## src/rtl/cpu_pkg.sv

```systemverilog
// Types and constants shared by the CPU front-end blocks: the fetch FSM
// state encoding and the NOP instruction word.
package cpu_pkg;

    typedef enum logic [1:0] {
        IDLE = 2'd0,
        RUN  = 2'd1,
        HALT = 2'd2
    } fetch_state_e;

    localparam logic [31:0] NOP = 32'h0000_0000;

endpackage

```

## src/rtl/pc_reg.sv

```systemverilog
// Word-index program counter with clear, load, increment and optional wrap at
// the last memory word.
module pc_reg #(
    parameter int DEPTH   = 128,
    parameter int WRAP_EN = 0
) (
    input  logic        clk,
    input  logic        rst,
    input  logic        clr_i,
    input  logic        load_i,
    input  logic [31:0] load_pc_i,
    input  logic        inc_i,
    output logic [31:0] pc_o
);

    localparam logic [31:0] LAST_PC = 32'(DEPTH - 1);

    logic [31:0] pc_q;
    logic [31:0] pc_d;
    logic [31:0] pc_inc;

    // Without wrap the PC is allowed to step one past the last word; the
    // controller treats that value as the end-of-memory marker.
    assign pc_inc = ((WRAP_EN != 0) && (pc_q == LAST_PC)) ? 32'd0 : pc_q + 32'd1;

    always_comb begin
        pc_d = pc_q;
        if (clr_i) begin
            pc_d = 32'd0;
        end else if (load_i) begin
            pc_d = load_pc_i;
        end else if (inc_i) begin
            pc_d = pc_inc;
        end
    end

    always_ff @(posedge clk) begin
        if (rst) begin
            pc_q <= 32'd0;
        end else begin
            pc_q <= pc_d;
        end
    end

    assign pc_o = pc_q;

endmodule

```

## src/rtl/instr_fetch_ctrl.sv

```systemverilog
// Instruction fetch controller: loads the program into an external memory
// while idle, then streams fetched instructions with one-cycle latency.
module instr_fetch_ctrl
    import cpu_pkg::*;
#(
    parameter int DEPTH   = 128,
    parameter int ADDR_W  = 7,
    parameter int WRAP_EN = 0
) (
    input  logic              clk,
    input  logic              rst,
    input  logic              start,
    input  logic              stall,
    input  logic              redirect_valid,
    input  logic [31:0]       redirect_pc,
    input  logic              load_valid,
    input  logic [ADDR_W-1:0] load_addr,
    input  logic [31:0]       load_data,
    output logic              load_ready,
    output logic [ADDR_W-1:0] imem_addr,
    output logic              imem_we,
    output logic [31:0]       imem_wdata,
    input  logic [31:0]       imem_rdata,
    output logic              if_valid,
    output logic [31:0]       if_pc,
    output logic [31:0]       if_instr,
    output logic              halted,
    output logic              err
);

    localparam logic [31:0] DEPTH_W = 32'(DEPTH);

    fetch_state_e state_q, state_d;
    logic         if_valid_q, if_valid_d;
    logic [31:0]  if_pc_q, if_pc_d;
    logic [31:0]  if_instr_q, if_instr_d;
    logic         err_q, err_d;

    logic [31:0]  pc;
    logic         pc_clr;
    logic         pc_load;
    logic         pc_inc;
    logic         pc_past_end;

    pc_reg #(
        .DEPTH   (DEPTH),
        .WRAP_EN (WRAP_EN)
    ) u_pc_reg (
        .clk       (clk),
        .rst       (rst),
        .clr_i     (pc_clr),
        .load_i    (pc_load),
        .load_pc_i (redirect_pc),
        .inc_i     (pc_inc),
        .pc_o      (pc)
    );

    assign pc_past_end = (WRAP_EN == 0) && (pc == DEPTH_W);

    always_comb begin
        state_d    = state_q;
        if_valid_d = if_valid_q;
        if_pc_d    = if_pc_q;
        if_instr_d = if_instr_q;
        err_d      = err_q;
        pc_clr     = 1'b0;
        pc_load    = 1'b0;
        pc_inc     = 1'b0;
        case (state_q)
            IDLE: begin
                if_valid_d = 1'b0;
                if (start && !load_valid) begin
                    state_d = RUN;
                    pc_clr  = 1'b1;
                end
            end
            RUN: begin
                // Redirect outranks stall and end-of-memory; the fetch at the
                // old PC is dropped, leaving one bubble.
                if (redirect_valid) begin
                    if_valid_d = 1'b0;
                    if (redirect_pc < DEPTH_W) begin
                        pc_load = 1'b1;
                    end else begin
                        err_d   = 1'b1;
                        state_d = HALT;
                    end
                end else if (pc_past_end) begin
                    if_valid_d = 1'b0;
                    state_d    = HALT;
                end else if (!stall) begin
                    if_valid_d = 1'b1;
                    if_pc_d    = pc;
                    if_instr_d = imem_rdata;
                    pc_inc     = 1'b1;
                end
            end
            HALT: begin
                if_valid_d = 1'b0;
            end
            default: begin
                state_d = IDLE;
            end
        endcase
    end

    always_ff @(posedge clk) begin
        if (rst) begin
            state_q    <= IDLE;
            if_valid_q <= 1'b0;
            if_pc_q    <= 32'd0;
            if_instr_q <= NOP;
            err_q      <= 1'b0;
        end else begin
            state_q    <= state_d;
            if_valid_q <= if_valid_d;
            if_pc_q    <= if_pc_d;
            if_instr_q <= if_instr_d;
            err_q      <= err_d;
        end
    end

    // The memory port belongs to the loader while idle, to the fetch path otherwise.
    assign load_ready = (state_q == IDLE) && load_valid && !rst;
    assign imem_we    = load_ready;
    assign imem_addr  = (state_q == IDLE) ? load_addr : pc[ADDR_W-1:0];
    assign imem_wdata = (state_q == IDLE) ? load_data : NOP;

    assign if_valid = if_valid_q;
    assign if_pc    = if_pc_q;
    assign if_instr = if_instr_q;
    assign halted   = (state_q == HALT);
    assign err      = err_q;

endmodule

```

## config.mk

```make
export PLATFORM = sky130hd
export DESIGN_NAME = instr_fetch_ctrl
export DESIGN_NICKNAME = d
export VERILOG_FILES = /design/src/rtl/cpu_pkg.sv /design/src/rtl/pc_reg.sv /design/src/rtl/instr_fetch_ctrl.sv
export SDC_FILE = /design/constraint.sdc
export NUM_CORES = 1
export LEC_CHECK = 0
export CAP_MARGIN = 0
export CORE_MARGIN = 1.5
export CORE_UTILIZATION = 45
export CTS_CLUSTER_DIAMETER = 60
export DETAILED_ROUTE_END_ITERATION = 8
export PLACE_DENSITY = 0.86
export RECOVER_POWER = 50
export SLEW_MARGIN = 15
export SYNTH_ARGS = -nofsm -noshare
export SYNTH_HDL_FRONTEND = slang
export SYNTH_SLANG_ARGS = --single-unit
```

## constraint.sdc

```tcl
create_clock -name clk -period 5.44 [get_ports clk]
set_clock_uncertainty 0.15 [all_clocks]
set_input_delay 1.632 -clock clk [delete_from_list [all_inputs] [get_ports clk]]
set_output_delay 1.632 -clock clk [all_outputs]
set_load 0.01 [all_outputs]
```

# --- After elaboration in Yosys (flattened, before gate mapping) ---
# Cells that the tools add are included.
totals:
  mem_bits_ro: 0
  elab_cells: 56
  reg_bits: 100
  latchBits: 0
  ramBits: 0
  inputBits: 109
  n_memories: 0
classes:
  add_sub_neg: 1
  bitwise_logic: 5
  reduce_logical: 14
  mul: 0
  eq_ne: 7
  n_div: 0
  n_shift: 0
  mux: 22
  order_cmp: 1
ops:
  columns: ["cell", "count"]
  rows:
  - ["32-bit two-way mux", 3]
  - ["32-bit by 1-bit adder with 32-bit output (second input constant)", 1]
  - ["32-bit by 8-bit equality test with 1-bit output (second input constant)", 1]
  - ["32-bit by 8-bit < comparator with 1-bit output (second input constant)", 1]
  - ["1-bit two-way mux", 12]
  - ["2-bit two-way mux", 4]
  - ["4-bit AND reduction", 2]
  - ["7-bit two-way mux", 1]
  - ["3-bit inequality test (second input constant)", 2]
  - ["2-bit one-hot mux with 3 select lines", 1]
  - ["1-bit NOT", 5]
  - ["4-bit inequality test (second input constant)", 1]
  - ["2-bit nonzero test", 2]
  - ["2-bit OR reduction", 2]
  - ["1-bit logical AND", 3]
  - ["3-bit AND reduction", 1]
  - ["2-bit by 1-bit equality test with 1-bit output (second input constant)", 1]
  - ["2-bit equality test (second input constant)", 1]
  - ["1-bit zero test", 2]
  - ["2-bit zero test", 1]
  - ["2-bit inequality test (second input constant)", 1]
  - ["1-bit one-hot mux with 2 select lines", 1]
  - ["2-bit AND reduction", 1]

# --- Logic depth before layout (Yosys ltp) ---
# Gate-level depths: netlist of the first run.
depth:
  word_depth: 6
  ltp_mapped: 10
  ltp_nobuf: 7

# --- Cells and area by module ---
# A second synthesis of the first run with hierarchy kept.
hier_totals:
  cells_unflattened: 588
  area_unflattened_um2: 4986.0
modules_own_cells:
  columns: ["module", "cells_per_inst", "area_each_um2", "n_inst"]
  rows:
  - ["instr_fetch_ctrl", 368, 3188.1, 1]
  - ["pc_reg", 220, 1798.0, 1]

# --- Least setup slack after synthesis of the first run ---
# OpenSTA, ideal clock, no wires.
synth_path:
  path_kind: "input port to output port"
  startpoint: "in rst"
  endpoint: "out load_ready"
  t_required_ns: 3.658
  n_path_buf: 3
  setup_slack_ns: 0.927
  cell_stages: 4
  arrival_time_ns: 2.731
  cell_sequence: "clkbuf_1 > clkbuf_1 > nor4b_1 > buf_4"
synth_via:
  elab_chain_cells: 2
synth_lines:
  columns: ["element", "line", "rtl"]
  rows:
  - ["from (decl)", "instr_fetch_ctrl.sv:11", "input logic rst,"]
  - ["1-bit zero test", "instr_fetch_ctrl.sv:124", "assign load_ready = (state_q == IDLE) && load_valid && !rst;"]
  - ["1-bit logical AND", "instr_fetch_ctrl.sv:124", null]
  - ["to (decl)", "instr_fetch_ctrl.sv:19", "output logic load_ready,"]
# No other way between the ends.

# --- Final worst setup path of the first run ---
layout_path:
  startpoint: "in stall"
  endpoint: "reg u_pc_reg.pc_q[23] (netlist: u_pc_reg.pc_o[23])"
layout_via:
  elab_chain_cells: 5
layout_lines:
  columns: ["element", "line", "rtl"]
  rows:
  - ["from (decl)", "instr_fetch_ctrl.sv:13", "input logic stall,"]
  - ["1-bit two-way mux", "instr_fetch_ctrl.sv:91", "end else if (!stall) begin"]
  - ["1-bit two-way mux", "instr_fetch_ctrl.sv:88", "end else if (pc_past_end) begin"]
  - ["1-bit two-way mux", "instr_fetch_ctrl.sv:80", "if (redirect_valid) begin"]
  - ["1-bit two-way mux", "instr_fetch_ctrl.sv:69", "case (state_q)"]
  - ["2-bit nonzero test (no line)", null, null]
  - ["to (signal assigned)", "pc_reg.sv:41", "pc_q <= pc_d;"]
  - ["to (decl)", "pc_reg.sv:18", "logic [31:0] pc_q;"]
# No other way between the ends.
# A chain may end at the register's enable or synchronous reset.

==> results of run 1 <==
==> where the power goes <==
part / leakage (nW) / switching, W / internal [W]
sequential: 0.806 / 0.00000492 / 0.000738
combinational: 1.56 / 0.0000966 / 0.000147
clock: 0.0963 / 0.000275 / 0.000174
total: 2.46 / 0.000377 / 0.00106
==> worst max-delay path by stage <==
| stage | from | to | slack (ns) | depth (start not counted) |
|---|---|---|---|---|
| after floorplan | rst | load_ready | 0.93 | 4 |
| after global placement | load_valid | load_ready | 0.65 | 3 |
| after detailed placement | load_valid | imem_we | 0.62 | 3 |
| after CTS | load_valid | imem_we | 0.59 | 3 |
| after global routing | stall | u_pc_reg.pc_o[24]$_SDFFE_PP0P_ | 0.30 | 6 |
| final | stall | u_pc_reg.pc_o[23]$_SDFFE_PP0P_ | 0.57 | 6 |
==> per-stage QoR <==
step / utilization (%) / setup slack (ns)
floorplan: - / 0.9265
global placement: 67.04 / 0.6500
detailed placement: 67.04 / 0.6152
CTS: 68.80 / 0.5919
global route: 68.69 / 0.2984
finish: 68.69 / 0.5732
==> state kept, by name (all words and copies together) (netlist names) <==
name	count
if_valid	1
state_q	2
if_instr	32
err	1
u_pc_reg.pc_o	32
if_pc	32
==> kinds of logic (layout without fill, tap and decap cells) <==
group	count (synthesis)	in the layout	synth area share [%]
AO/OA/AOI/OAI	134	134	17.23
adder cells (fa/ha/maj)	2	2	0.5251
buffers and inverters	63	243	5.830
flip-flops	100	100	42.02
multiplexers	15	15	3.335
AND/OR/NAND/NOR	309	309	31.07
==> synth_stat cells (4+ instances only) <==
cell type / count
a32o_1: 4
mux2_2: 7
o21ai_0: 9
nand3_1: 30
a311oi_1: 11
buf_2: 24
dfxtp_1: 100
nor4_1: 16
inv_1: 5
o22ai_1: 7
or3_1: 12
nand2_1: 158
clkbuf_1: 26
mux2i_1: 8
nor3_1: 16
a31oi_1: 9
and2_1: 32
a21oi_1: 77
nand4_1: 9
nor2_1: 17
buf_1: 4
and4_1: 8
==> tightest hold or removal path, stage by stage, from the launching register on <==
cell and delay, ns:
dfxtp_1 0.32, nand2_1 0.05, a21oi_1 0.05
==> final cells by class <==
cell class | instances | area share [%]
well taps | 136 | 2.410
clock buffers | 9 | 1.755
flip-flops and latches | 100 | 28.36
multi-input cells | 460 | 35.31
clock inverters | 7 | 0.7976
repair buffers | 221 | 31.05
inverters | 6 | 0.3190
==> per-layer routing <==
metal	track usage (%)	vias to the layer above	part of all wire, %
li1	-	2545	-
met1	32.50	2394	41
met2	44.48	247	51
met3	5.212	26	6.9
met4	7.625	0	1.8
met5	0	-	0
==> flow_summary_export.csv, run 1 <==
group,metric,value,unit
status,status,"finished, violations left",
status,violations,"capacitance limit, slew limit",
floorplanning,ioPinCount,217,
synthesis,synth_ff_type,"dfxtp_1",
cts,cts-root-buf,"clkbuf_8",
timing,layout_min_cycle_time,4.867,ns
cts,post-cts-setup-buffer-count,0,
cts,cts_tree,"built",
final_layout,areaGrowthSynthToFinish,48.16,%
worst_hold_path,hold_path_depth,2,
cts,clkSlewWorstSetupHoldPaths,0.10,ns
floorplanning,die-area,11210,sq um
route,routed_wl,14470,um
final_layout,regArea,2002,sq um
final_layout,drive_gt1_share,4.359,%
final_layout,layout_common_cells,"nand2_1 (158), clkdlybuf4s50_1 (145), dfxtp_1 (100), a21oi_1 (77), dlygate4sd3_1 (70)",
final_layout,multi_input_area,2492,sq um
place,io_buffers,216,
synthesis,synth_seq_cells,100,
timing,period_share,89.46,%
job,drv_cap,2,
synthesis,synth_top_area_share,42.02,%
timing,maxSlewViolCount,160,
setup_path,crit_arrival,4.99,ns
route,drtIter0Drc,389,
synthesis,synthTopCellsByArea,"dfxtp_1 (42%), nand2_1 (12%), a21oi_1 (8.1%)",
final_layout,final_nets,909,
place,dp_hpwl,10410,um
worst_hold_path,min_to,"if_instr[31]$_SDFFE_PP0P_",
place,place_inst,923,
pwr,fin_total_pwr,0.001436,W
setup_path,r2r_end,"u_pc_reg.pc_o[23]$_SDFFE_PP0P_",
setup_path,path_max_fanout,104,
floorplanning,coreArea,10280,sq um
timing,fin_setup_tns,0,ns
global_routing,grt.total_usage,25.77,%
setup_path,r2r_slack,1.50,ns
setup_path,crit_buf_inv,2,
floorplanning,rows,37,
worst_hold_path,hp-start,"if_instr[31]$_SDFFE_PP0P_",
setup_path,crit_family,"buffers and inverters",
synthesis,synth_edf_count,0,
global_routing,overflow,0,
global_routing,grt_pass1_vias,4867,
cts,hold_buffers,0,
floorplanning,die_x,105.9,um
final_layout,final_common_cell,"nand2_1",
floorplanning,start_util,46.36,%
timing,slew_headroom,-21.38,%
synthesis,yosysWarnings,0,
cts,cts_buffer_depth,2,
synthesis,syn_area_per_cell,7.648,sq um
route,vias,5212,
synthesis,ys_async_sr_fraction,0,%
cts,cts_resized,0,
setup_path,r2r_cells,7,
synthesis,synthCells,623,
synthesis,ys_types,43,
setup_path,worstPathRequired,5.56,ns
setup_path,cpPeakStageDelay,1.37,ns
global_routing,grt_pass1_wl,23620,um
cts,clk_latency,0.37,ns
timing,fmax,205.5,MHz
timing,finalHoldViolCount,0,
timing,fin_hold_ws,0.3039,ns
route,drc_errors,0,
setup_path,reg2reg_from,"u_pc_reg.pc_o[1]$_SDFFE_PP0P_",
pwr,power_density,203.4,nW/um^2
route,first_pass_iters,5,
synthesis,synth.cell_area,4765,sq um
final_layout,fin_cells,939,
setup_path,critical_path_class,"primary input to flop",
global_routing,grt_max_degree,105,
setup_path,startpoint_type,"primary input",
route,postRouteAntennaNets,0,
setup_path,cp_slowest_cell,"buf_2",
timing,worst_slew_pin_slew,1.821,ns
cts,cts.sinks,100,
route,wl_per_cell,15.41,um
floorplanning,die_y,105.9,um
pwr,p_leak,2.461,nW
timing,finalSetupViolCount,0,
pwr,ir_worst_vdd,0.1664,mV
route,routed_via_density,5.551,
global_routing,antenna_found_initial,0,
final_layout,insertedDiodeCount,0,
worst_hold_path,worstHoldPathType,"flop to flop",
setup_path,setup.worst_path.end_class,"flop",
cts,h-tree-depth,3,
place,dpl_cell_area,6890,sq um
cts,cts_buffers,9,
setup_path,crit_chain,"dlygate4sd3_1 > or3_1 > a211oi_4 > buf_2 > o21ai_0 > a311oi_1",
synthesis,seq_area_frac_synth,42.02,%
timing,rsz0062_at_grt,"false",
final_layout,final_area,7059,sq um
final_layout,num-fill-cells,872,
place,gp_congestion,0.8912,
synthesis,post-synth-top-area-cell,"dfxtp_1",
synthesis,syn_nets,734,
No activity file was read; power rests on OpenSTA's default activity.
==> run 2, diff against run 1 <==
- GPL_TIMING_DRIVEN: not set -> 0
==> flow_summary_export.csv, run 2 (same netlist as run 1, synthesis figures left out) <==
group,metric,value,unit
status,status,"complete, no violations",
job,drv_cap,0,
route,vias,5480,
final_layout,final_common_cell,"nand2_1",
pwr,power.share.sequential,51.0,%
cts,clkSlewWorstSetupHoldPaths,0.08,ns
final_layout,num-fill-cells,877,
place,place_inst,974,
setup_path,crit_family,"buffers and inverters",
route,first_pass_iters,5,
pwr,p_leak,2.581,nW
timing,fin_setup_tns,0,ns
pwr,p_comb_share,17.7,%
pwr,switching_power,0.0003782,W
cts,cts_tree,"built",
setup_path,path_max_fanout,10,
final_layout,drive_gt1_share,5.972,%
setup_path,setup.worst_path.end_class,"output port",
global_routing,overflow,0,
place,io_buffers,215,
setup_path,cp_common_cell,"clkbuf_1",
pwr,intPower,0.001075,W
cts,post-cts-setup-buffer-count,0,
final_layout,areaGrowthSynthToFinish,52.57,%
cts,hold_buffers,0,
final_layout,fin_cells,990,
route,drtIter0Drc,455,
global_routing,grt_pass1_wl,25820,um
setup_path,crit_arrival,3.35,ns
floorplanning,die_x,105.9,um
setup_path,cp_slowest_cell,"clkdlybuf4s50_1",
floorplanning,rows,37,
global_routing,grt_pass1_vias,5329,
route,wl_per_cell,16.31,um
setup_path,crit_buf_inv,4,
timing,period_share,94.32,%
cts,cts_resized,0,
worst_hold_path,worstHoldPathType,"flop to flop",
cts,clk_latency,0.37,ns
cts,h-tree-depth,3,
floorplanning,die_y,105.9,um
floorplanning,start_util,46.36,%
timing,slew_headroom,48.73,%
pwr,ir_worst_vdd,0.1105,mV
cts,cts.sinks,100,
place,dp_hpwl,12320,um
floorplanning,ioPinCount,217,
global_routing,grt.total_usage,28.65,%
timing,fin_hold_ws,0.3038,ns
timing,fmax,194.9,MHz
timing,finalHoldViolCount,0,
final_layout,insertedDiodeCount,0,
floorplanning,coreArea,10280,sq um
setup_path,critical_path_class,"primary input to output port",
timing,worst_slew_pin_slew,0.7621,ns
route,drc_errors,0,
timing,rsz0062_at_grt,"false",
setup_path,startpoint_type,"primary input",
timing,finalSetupViolCount,0,
place,gp_congestion,0.8662,
pwr,netSwitchingFraction,26.02,%
cts,cts-root-buf,"clkbuf_8",
cts,cts_buffer_depth,2,
setup_path,cpPeakStageDelay,0.53,ns
timing,maxSlewViolCount,0,
final_layout,layout_common_cells,"nand2_1 (158), clkdlybuf4s50_1 (147), dfxtp_1 (100), a21oi_1 (77), dlygate4sd3_1 (68)",
route,routed_via_density,5.535,
setup_path,worstPathRequired,3.66,ns
final_layout,final_nets,960,
global_routing,grt_max_degree,18,
route,routed_wl,16140,um
cts,cts_buffers,9,
floorplanning,die-area,11210,sq um
pwr,power_density,199.9,nW/um^2
final_layout,regArea,2002,sq um
route,postRouteAntennaNets,0,
pwr,pwr-share-clk,31.3,%
final_layout,multi_input_area,2485,sq um
setup_path,crit_chain,"clkbuf_1 > clkbuf_1 > nor4b_1 > buf_4 > clkdlybuf4s50_1",
timing,layout_min_cycle_time,5.131,ns
global_routing,antenna_found_initial,0,
[run 2: per-layer routing]
metal  vias to the layer above  share of wire (%)  track usage, %
li1                       2646                  -               -
met1                      2474                 40           35.30
met2                       324                 49           49.30
met3                        36                8.2           5.518
met4                         0                2.1           11.20
met5                         -                  0               0
[run 2: per-stage QoR]
stage,area (sq um),setup WS [ns],util (%),total power (W)
floorplan,4765,0.9265,-,0.0008483
finish,7269,0.3089,70.73,0.001453
global placement,7087,0.2959,68.96,0.001011
CTS,7273,0.3022,70.77,0.001460
global route,7269,0.1525,70.73,0.001507
detailed placement,7087,0.3196,68.96,0.001017
[run 2: layout make-up]
class                           instances  share of cell area (%)
Timing Repair Buffer                  215                   29.60
Sequential cell                       100                   27.54
Clock inverter                          5                  0.6196
Buffer                                 57                   3.460
Tap cell                              136                   2.341
Multi-Input combinational cell        460                   34.18
Clock buffer                           11                   1.945
Inverter                                6                  0.3098
[run 2: path summary, 6_finish.rpt]
check                                start                             end  slack, ns  depth (start not counted)
min                 if_pc[10]$_SDFFE_PP0P_          if_pc[10]$_SDFFE_PP0P_       0.30                          2
max                                    rst                      load_ready       0.31                          5
min reg2reg         if_pc[10]$_SDFFE_PP0P_          if_pc[10]$_SDFFE_PP0P_       0.30                          2
max reg2reg  u_pc_reg.pc_o[1]$_SDFFE_PP0P_  u_pc_reg.pc_o[13]$_SDFFE_PP0P_       2.40                          9
[run 2: power groups by stage]
stage | Combinational [W] | Clock, W | Sequential (W)
2_1_floorplan | 0.0000877 | 0 | 0.000761
3_3_place_gp | 0.000252 | 0 | 0.000758
3_5_place_dp | 0.000258 | 0 | 0.000759
4_1_cts | 0.000260 | 0.000459 | 0.000742
5_1_grt | 0.000274 | 0.000490 | 0.000743
6_report | 0.000258 | 0.000454 | 0.000742
[run 2: tightest hold or removal path, stage by stage, from the launching register on]
cell and delay (ns):
dfxtp_1 0.31, nand2_1 0.05, a21oi_1 0.05
